File: src/rtl/gcd_arb_pkg.sv
// Shared types, default sizes and the round-robin pick helper for the
// GCD coprocessor arbiter (gcd_rr_arbiter / gcd_arb_tag_fifo).
package gcd_arb_pkg;

  localparam int unsigned W_DEF       = 16;
  localparam int unsigned NREQ_DEF    = 4;
  localparam int unsigned TAG_DEP_DEF = 4;
  localparam int unsigned NREQ_MAX    = 8;

  localparam int unsigned TAG_W = $clog2(NREQ_DEF);
  localparam int unsigned CNT_W = $clog2(TAG_DEP_DEF) + 1;

  // Returns the first set index of req scanning upward from ptr, wrapping at
  // nreq. With no request set the pointer itself is returned.
  function automatic int unsigned rr_pick(input logic [NREQ_MAX-1:0] req,
                                          input int unsigned         ptr,
                                          input int unsigned         nreq);
    int unsigned pick;
    int unsigned idx;
    pick = ptr;
    // Walk the scan window from its far end so the nearest hit wins.
    for (int unsigned k = NREQ_MAX; k > 0; k--) begin
      if (k <= nreq) begin
        idx = (ptr + k - 1) % nreq;
        if (req[idx[$clog2(NREQ_MAX)-1:0]]) pick = idx;
      end
    end
    return pick;
  endfunction

endpackage

File: src/rtl/gcd_arb_tag_fifo.sv
// Tag FIFO: remembers which requester owns each operand pair in flight.
// Power-of-two depth, so read/write pointers wrap naturally.
module gcd_arb_tag_fifo
  import gcd_arb_pkg::*;
#(
  parameter int unsigned WIDTH     = TAG_W,
  parameter int unsigned DEPTH     = TAG_DEP_DEF,
  parameter int unsigned CNT_WIDTH = CNT_W
) (
  input  logic             clk,
  input  logic             reset,
  input  logic             push,
  input  logic [WIDTH-1:0] din,
  input  logic             pop,
  output logic [WIDTH-1:0] dout,
  output logic             full,
  output logic             empty
);

  localparam int unsigned AW = $clog2(DEPTH);

  logic [WIDTH-1:0]     mem_q [DEPTH];
  logic [AW-1:0]        wr_ptr_q, wr_ptr_d;
  logic [AW-1:0]        rd_ptr_q, rd_ptr_d;
  logic [CNT_WIDTH-1:0] cnt_q, cnt_d;
  logic                 do_push, do_pop;

  assign full    = (cnt_q == CNT_WIDTH'(DEPTH));
  assign empty   = (cnt_q == '0);
  assign do_push = push & ~full;
  assign do_pop  = pop & ~empty;
  assign dout    = mem_q[rd_ptr_q];

  // Next pointers and occupancy.
  always_comb begin
    wr_ptr_d = wr_ptr_q;
    rd_ptr_d = rd_ptr_q;
    cnt_d    = cnt_q;
    if (do_push) wr_ptr_d = wr_ptr_q + 1'b1;
    if (do_pop)  rd_ptr_d = rd_ptr_q + 1'b1;
    if (do_push && !do_pop)      cnt_d = cnt_q + 1'b1;
    else if (!do_push && do_pop) cnt_d = cnt_q - 1'b1;
  end

  // Storage write; contents need no reset because occupancy gates reads.
  always_ff @(posedge clk) begin
    if (do_push) mem_q[wr_ptr_q] <= din;
  end

  // Pointer and count registers, synchronous active-low reset.
  always_ff @(posedge clk) begin
    if (!reset) begin
      wr_ptr_q <= '0;
      rd_ptr_q <= '0;
      cnt_q    <= '0;
    end else begin
      wr_ptr_q <= wr_ptr_d;
      rd_ptr_q <= rd_ptr_d;
      cnt_q    <= cnt_d;
    end
  end

endmodule

File: src/rtl/gcd_rr_arbiter.sv
// Round-robin arbiter sharing one GCD coprocessor between NREQ requesters.
// A tag FIFO records the owner of every accepted operand pair; results come
// back in order, so the FIFO head selects the result's destination.
// Optional statistics counters: define GCD_ARB_STATS_EN.
module gcd_rr_arbiter
  import gcd_arb_pkg::*;
#(
  parameter int unsigned W       = W_DEF,
  parameter int unsigned NREQ    = NREQ_DEF,
  parameter int unsigned TAG_DEP = TAG_DEP_DEF
) (
  input  logic              clk,
  input  logic              reset,
  input  logic [NREQ-1:0]   req_val,
  input  logic [NREQ*W-1:0] req_bits_A,
  input  logic [NREQ*W-1:0] req_bits_B,
  output logic [NREQ-1:0]   req_rdy,
  output logic [NREQ-1:0]   resp_val,
  output logic [W-1:0]      resp_bits,
  input  logic [NREQ-1:0]   resp_rdy,
  output logic              cop_op_val,
  output logic [W-1:0]      cop_op_A,
  output logic [W-1:0]      cop_op_B,
  input  logic              cop_op_rdy,
  input  logic              cop_res_val,
  input  logic [W-1:0]      cop_res_bits,
  output logic              cop_res_rdy,
  output logic              err_orphan
`ifdef GCD_ARB_STATS_EN
  ,
  output logic [NREQ*16-1:0] stat_grants,
  output logic [15:0]        stat_stall
`endif
);

  localparam int unsigned TW = $clog2(NREQ);
  localparam int unsigned CW = $clog2(TAG_DEP) + 1;

  logic [TW-1:0]       rr_ptr_q, rr_ptr_d;
  logic [TW-1:0]       gnt, head;
  logic [NREQ_MAX-1:0] req_pad;
  logic                any_val, fifo_full, fifo_empty, fire, pop, head_rdy;
  logic                err_orphan_q, err_orphan_d;

  gcd_arb_tag_fifo #(
    .WIDTH    (TW),
    .DEPTH    (TAG_DEP),
    .CNT_WIDTH(CW)
  ) u_tag_fifo (
    .clk  (clk),
    .reset(reset),
    .push (fire),
    .din  (gnt),
    .pop  (pop),
    .dout (head),
    .full (fifo_full),
    .empty(fifo_empty)
  );

  // Issue path: round-robin grant and operand mux, no added latency.
  // req_rdy is held at zero when nobody requests, since the grant index is
  // meaningless then.
  always_comb begin
    req_pad              = '0;
    req_pad[NREQ-1:0]    = req_val;
    gnt                  = TW'(rr_pick(req_pad, 32'(rr_ptr_q), NREQ));
    any_val              = |req_val;
    cop_op_val           = reset & any_val & ~fifo_full;
    fire                 = cop_op_val & cop_op_rdy;
    cop_op_A             = '0;
    cop_op_B             = '0;
    req_rdy              = '0;
    for (int unsigned i = 0; i < NREQ; i++) begin
      if (gnt == TW'(i)) begin
        cop_op_A   = req_bits_A[i*W +: W];
        cop_op_B   = req_bits_B[i*W +: W];
        req_rdy[i] = reset & any_val & cop_op_rdy & ~fifo_full;
      end
    end
    rr_ptr_d = rr_ptr_q;
    if (fire) rr_ptr_d = (32'(gnt) == NREQ - 1) ? '0 : gnt + 1'b1;
  end

  // Return path: steer the in-order result to the FIFO head's owner.
  always_comb begin
    resp_bits = cop_res_bits;
    resp_val  = '0;
    head_rdy  = 1'b0;
    for (int unsigned i = 0; i < NREQ; i++) begin
      if (head == TW'(i)) begin
        resp_val[i] = reset & cop_res_val & ~fifo_empty;
        head_rdy    = resp_rdy[i];
      end
    end
    cop_res_rdy  = reset & ~fifo_empty & head_rdy;
    pop          = cop_res_val & cop_res_rdy;
    err_orphan_d = err_orphan_q | (cop_res_val & fifo_empty);
  end

  // Round-robin pointer and sticky orphan flag.
  always_ff @(posedge clk) begin
    if (!reset) begin
      rr_ptr_q     <= '0;
      err_orphan_q <= 1'b0;
    end else begin
      rr_ptr_q     <= rr_ptr_d;
      err_orphan_q <= err_orphan_d;
    end
  end

  assign err_orphan = err_orphan_q;

`ifdef GCD_ARB_STATS_EN
  logic [NREQ*16-1:0] stat_grants_q, stat_grants_d;
  logic [15:0]        stat_stall_q, stat_stall_d;

  // Saturating per-requester fire counts and stall-cycle count.
  always_comb begin
    stat_grants_d = stat_grants_q;
    stat_stall_d  = stat_stall_q;
    for (int unsigned i = 0; i < NREQ; i++) begin
      if (fire && gnt == TW'(i) && stat_grants_q[i*16 +: 16] != '1)
        stat_grants_d[i*16 +: 16] = stat_grants_q[i*16 +: 16] + 16'd1;
    end
    if (any_val && !fire && stat_stall_q != '1) stat_stall_d = stat_stall_q + 16'd1;
  end

  // Statistics registers, cleared by reset.
  always_ff @(posedge clk) begin
    if (!reset) begin
      stat_grants_q <= '0;
      stat_stall_q  <= '0;
    end else begin
      stat_grants_q <= stat_grants_d;
      stat_stall_q  <= stat_stall_d;
    end
  end

  assign stat_grants = stat_grants_q;
  assign stat_stall  = stat_stall_q;
`endif

endmodule

File: config.mk
export PLATFORM = sky130hd
export DESIGN_NAME = gcd_rr_arbiter
export DESIGN_NICKNAME = d
export VERILOG_FILES = /design/src/rtl/gcd_arb_pkg.sv /design/src/rtl/gcd_arb_tag_fifo.sv /design/src/rtl/gcd_rr_arbiter.sv
export SDC_FILE = /design/constraint.sdc
export NUM_CORES = 1
export LEC_CHECK = 0
export ABC_CLOCK_PERIOD_IN_PS = 3800
export BUFFER_PORTS_ARGS = -buffer_cell sky130_fd_sc_hd__buf_2
export CAP_MARGIN = 20
export CELL_PAD_IN_SITES_DETAIL_PLACEMENT = 1
export CELL_PAD_IN_SITES_GLOBAL_PLACEMENT = 2
export CORE_MARGIN = 8
export CORE_UTILIZATION = 17
export CTS_BUF_LIST = sky130_fd_sc_hd__clkbuf_8
export DETAILED_ROUTE_END_ITERATION = 10
export GPL_ROUTABILITY_DRIVEN = 1
export GPL_TIMING_DRIVEN = 0
export PLACE_DENSITY_LB_ADDON = 0.1
export SLEW_MARGIN = 25
export SYNTH_ARGS = -nofsm -noshare
export SYNTH_HDL_FRONTEND = slang
export SYNTH_SLANG_ARGS = --single-unit
File: constraint.sdc
create_clock -name clk -period 3.8 [get_ports clk]
set_input_delay 0.76 -clock clk [delete_from_list [all_inputs] [get_ports clk]]
set_output_delay 0.76 -clock clk [all_outputs]
set_load 0.05 [all_outputs]
; ---- Word-level counts from Yosys, hierarchy flattened
; Memories as Yosys holds them, arrays and structs flattened. A register that Yosys moved wholly into a read port is not among the register bits.
; Cells that the tools add are included.
[word_totals]
latch_bits = 0
romBits = 0
mem_bits_rw = 8
n_memories = 1
output_inout_bits = 59
register_bits = 10
input_bits = 156
[op_classes]
magnitude_cmp = 4
n_eq_ne = 7
shifts = 0
n_mul = 0
mux = 39
n_bitwise = 16
add_sub_neg = 13
reduce_logical = 9
div = 0
[mem_list]
columns = name, words, word_bits, rd, rd_ports_with_merged_regs, write_ports, line
row1 = u_tag_fifo.mem_q, 4, 2, 1, 1, 1, gcd_arb_tag_fifo.sv:22  ; logic [WIDTH-1:0] mem_q [DEPTH];
[op_table]
columns = op, n
row1 = $mux W16, 8
row2 = $mux W1, 18
row3 = $lt A2 B4 Y1 const B, 4
row4 = $mux W2, 7
row5 = $and A1 B1 Y1, 13
row6 = $add A2 B1 Y2 const B, 5
row7 = $bmux W1 S2, 4
row8 = $eq A2 B2 Y1 const B, 4
row9 = $sub A2 B1 Y2 const B, 4
row10 = $mux W3, 2
row11 = $add A2 B2 Y2 const B, 2
row12 = $eq A2 B1 Y1 const B, 2
row13 = $logic_not A2 Y1, 2
row14 = $reduce_or A4 Y1, 1
row15 = $add A3 B1 Y3 const B, 1
row16 = $eq A3 B3 Y1 const B, 1
row17 = $logic_not A3 Y1, 1
row18 = $sub A3 B1 Y3 const B, 1
row19 = $logic_and A1 B1 Y1, 2
row20 = $logic_not A1 Y1, 2
row21 = $not A1 Y1, 2
row22 = $reduce_bool A2 Y1, 1
row23 = $or A1 B1 Y1, 1

; ---- Depth between registers and ports, before layout
[logic_depth]
ltp_word = 13
depth_mapped = 12
mapped_depth_nobuf = 10

; ---- Cells and area by module
; From an unflattened synthesis, not the netlist that was laid out.
[hier_totals]
hier_cells = 274
hier_area_um2 = 2140.8
[modules_own_cells]
columns = mod, cells_per_inst, instances, area_each_um2, seq_area_each_um2
row1 = gcd_rr_arbiter, 216, 1, 1366.3, 60.1
row2 = gcd_arb_tag_fifo, 58, 1, 774.5, 420.4

; ---- Least setup slack after synthesis
; OpenSTA, ideal clock, no wires.
[synth_timing]
path_kind = in2out
start = input port req_val[0]
end = output port cop_op_B[15]
cell_stages = 11
path_slack_ns = -0.862
n_path_buf = 2
arrival_ns = 3.902
required_time_ns = 3.040
path_cell_list = nor2b_1 o41ai_1 inv_1 ha_1 clkbuf_1 nor2b_1 clkbuf_1 a22oi_1 nor2_1 a21oi_1 o21ai_0
[synth_between]
elab_chain_cells = 11
elab_cells_between_ends = 20
[synth_rtl]
columns = item, line
row1 = start: declaration, gcd_rr_arbiter.sv:14  ; input logic [NREQ-1:0] req_val,
row2 = $bmux W1 S2, gcd_arb_pkg.sv:25  ; if (req[idx[$clog2(NREQ_MAX)-1:0]]) pick = idx;
row3 = $mux W1 (not written as such), gcd_arb_pkg.sv:25
row4 = $mux W2 (3 in a row), gcd_arb_pkg.sv:25
row5 = $mux W2 *, gcd_arb_pkg.sv:25
row6 = named net gnt[1], gcd_rr_arbiter.sv:40  ; logic [TW-1:0] gnt, head;
row7 = $logic_not A2 Y1, gcd_rr_arbiter.sv:74  ; if (gnt == TW'(i)) begin
row8 = $mux W16 (3 in a row), gcd_rr_arbiter.sv:74
row9 = $mux W16 *, gcd_rr_arbiter.sv:74
row10 = end: declaration, gcd_rr_arbiter.sv:23  ; output logic [W-1:0] cop_op_B,
; Mark *: on every way through the listed nets, which the timed path passes. The rest lies on a longest branch. The select of a mux whose other input is x is not followed.

; ---- Worst setup path in the final report
[layout_timing]
start = input port req_val[3]
end = output port cop_op_B[3]
; The elaborated chain is that of the path after synthesis.

==> summary.md <==
| Metric | Value |
|---|---|
| Mapped Nets | `468` |
| Final total power | `1.66 mW` |
| Largest family of logic cells by synthesized area | `compound AO/OA/AOI/OAI gates` |
| Tmin final | `3.65 ns` |
| Largest net degree at the start of global routing | `13` |
| Critical Path End Type | `output pin` |
| Max VDD drop | `0.157 mV` |
| Crit path required time | `3.04 ns` |
| First-pass GRT wire length | `17200 um` |
| Synth Area in Compound Gates | `0.304` |
| DRC errors left | `0` |
| Post-Synth XOR/XNOR Area | `0.0123` |
| Placer Congestion | `0.735` |
| Leakage | `1.91 nW` |
| Largest cells by area after synthesis | `dfxtp_1, edfxtp_1, a22oi_1` |
| Initial core utilization | `0.172` |
| Area Growth Syn to Fin | `82.0%` |
| Crit-path cells | `buf_2, and3b_1, o41ai_4, inv_1, ha_1, nor2b_4, buf_4, a22oi_1, nor2_1, a21oi_2, o21ai_4, buf_4` |
| Worst path slowest cell | `o41ai_4` |
| Total GRT Usage | `0.131` |
| Max Clk Rate | `274 MHz` |
| Port Buf Inserts | `197` |
| Finished layout cell area | `0.00389 mm2` |
| Nets | `673` |
| Final Hold Viols | `0` |
| Final Slew Violations | `0` |
| Post-synth ARST share | `0` |
| Final setup fails | `0` |
| Crit Path Category | `primary input to output pin` |
| Max Cap Violations | `0` |
| Min-Delay Path Class | `flip-flop to flip-flop` |
| Initial antenna violation count | `5` |
| # IOs | `215` |
| Delay of the slowest cell on the worst path | `0.36 ns` |
| Clock Sinks | `20` |
| Max transition margin | `0.592` |
| Syn Inst Count | `302` |
| Status | `completed` |
| Synth Warn # | `0` |
| Die Span X | `128 um` |
| Post-Route WL | `11400 um` |
| Number of synthesized flops with an enable pin | `8` |
| CP dominant cell by count | `buf_4` |
| Simple-gate share of the synthesized area | `0.222` |
| Die H | `128 um` |
| Overflow after GRT | `0` |
| Clk_skew | `0.00301 ns` |
| Die Footprint | `0.0164 mm2` |
| Vias per inst | `4.33` |
| Row count | `41` |
| Seq/Total Area, Yosys | `0.225` |
| Count of buffer and inverter cells on the critical path | `4` |
| Post-route antenna net violation count | `0` |
| Least-Margin Pin Slew | `0.612 ns` |
| Insertion delay to the later sink of the worst-skew pair | `0.25 ns` |
| Dpl hpwl | `9730 um` |
| CTS root buf | `clkbuf_8` |
| Distinct cells, synth | `36` |
| Top FF cell, synth | `dfxtp_1` |
| Maximum root-to-sink buffer count | `2` |
| 1st-pass router iterations | `3` |
| TritonCTS clock tree | `built` |
| Family with the most delay on the worst path | `compound AO/OA/AOI/OAI gates` |
| Pwr dens | `426 mW/mm2` |
| H-tree Lvls | `1` |
| CTS clock-pin slew for the worst setup and hold paths | `0.07 ns` |
| Mux cell area share after synthesis | `0.0649` |
| Detailed-route via count | `2941` |
| Hold WS | `0.463 ns` |
| Syn avg cell area | `7.08 um2` |
| Critical Path Source Type | `primary input` |
| TritonCTS buffer count | `3` |
| Placed Area | `0.00358 mm2` |
| First DRT Iteration DRCs | `34` |
| Synth top area share | `0.112` |
| Wire per inst | `16.8 um` |
| Number of global-route vias before repair | `3327` |
| Layout cells sized above 1 | `0.589` |
| Most area-hungry cell type in the Yosys netlist | `dfxtp_1` |
| Post-synthesis cell area | `0.00214 mm2` |
| Adder-cell share of the synthesized area | `0.0620` |
| Crit path DAT | `2.89 ns` |
| Crit-path max FO | `10` |
| Final Cycle Share | `0.959` |
| CORE AREA | `0.0125 mm2` |
| FF+latch count, synth | `20` |
==> layer usage <==
| metal | routed length (um) | track usage |
|---|---|---|
| met1 | 4080 | 0.135 |
| met2 | 6120 | 0.245 |
| met3 | 1030 | 0.0512 |
| met4 | 114 | 0.0217 |
| met5 | 34 | 0 |
==> power by group <==
| group | switching [mW] | total, mW | internal [mW] |
|---|---|---|---|
| Clock | 0.0680 | 0.208 | 0.140 |
| Sequential | 0.0200 | 0.266 | 0.246 |
| Combinational | 0.775 | 1.19 | 0.411 |
| Total | 0.863 | 1.66 | 0.798 |
==> area by class of cell <==
class / count / area [um2]
diodes: 1 / 2.50
plain buffers: 38 / 244
clock buffers: 3 / 41.3
clock inverters: 1 / 30.0
fillers: 1589 / 8570
inverters: 7 / 26.3
multi-input cells: 236 / 1750
flip-flops and latches: 20 / 480
well taps: 172 / 215
repair buffers: 201 / 1100
==> metrics by stage <==
step	worst slack (ns)	setup TNS [ns]	util	std cells
5_1_grt	-0.0104	-0.0548	0.312	679
3_3_place_gp	-0.824	-25.32	0.287	671
4_1_cts	-0.0412	-0.378	0.307	677
3_5_place_dp	-0.854	-25.99	0.287	671
6_report	0.155	0	0.312	679
2_1_floorplan	-0.00329	-0.0400	-	302
==> sequential cells by signal, summed over array words and instances, names as in the netlist, named ones only <==
| signal | flops |
|---|---|
| rr_ptr_q | 2 |
| u_tag_fifo.wr_ptr_q | 2 |
| u_tag_fifo.mem_q | 8 |
| u_tag_fifo.cnt_q | 3 |
| err_orphan | 1 |
| u_tag_fifo.rd_ptr_q | 2 |
==> cell usage in the layout (no fill, tap or decap), drive strengths merged, types with 2 or more instances in the layout <==
master,n
nor3,2
edfxtp,8
and3,9
or3,2
ha,9
clkbuf,18
xnor2,2
mux4,2
o21ai,35
buf,224
a22oi,31
inv,7
nand2,38
nor2b,9
dfxtp,12
a21oi,35
nor2,39
and2,2
mux2i,9
==> cells by family after synthesis <==
group,count (synthesis)
xor gates and xnor gates,3
buffers and inverters,46
DFF,20
AOI/OAI and AO/OA,107
and+or+nand+nor,105
muxes,11
adders and majority gates,10
==> final timing paths <==
check / from / endpoint / slack [ns] / depth (start not counted)
worst min register to register: u_tag_fifo.rd_ptr_q[1] / u_tag_fifo.rd_ptr_q[1] / 0.46 / 1
worst max-delay path: req_val[3] / cop_op_B[3] / 0.15 / 12
worst max register to register: flip-flop / u_tag_fifo.cnt_q[2] / 1.02 / 10
worst min-delay path: u_tag_fifo.rd_ptr_q[1] / u_tag_fifo.rd_ptr_q[1] / 0.46 / 1
==> Yosys cell counts, drive strengths merged (2+ instances only) <==
library cell	count
nor2	39
nand2	38
a21oi	35
o21ai	35
a22oi	31
clkbuf	20
buf	19
dfxtp	12
and3	9
ha	9
mux2i	9
nor2b	9
edfxtp	8
inv	7
and2	2
mux4	2
nor3	2
or3	2
xnor2	2
==> timing repair <==
item / CTS / global route
gates resized for setup: 64 / 19
buffers inserted: 3 / 1
endpoints found under the setup margin: 35 / 33
hold buffers: 0 / 0
pin swaps: 2 / 3
endpoints found under the hold margin: 0 / 0
(Power assumes the default switching activity.)
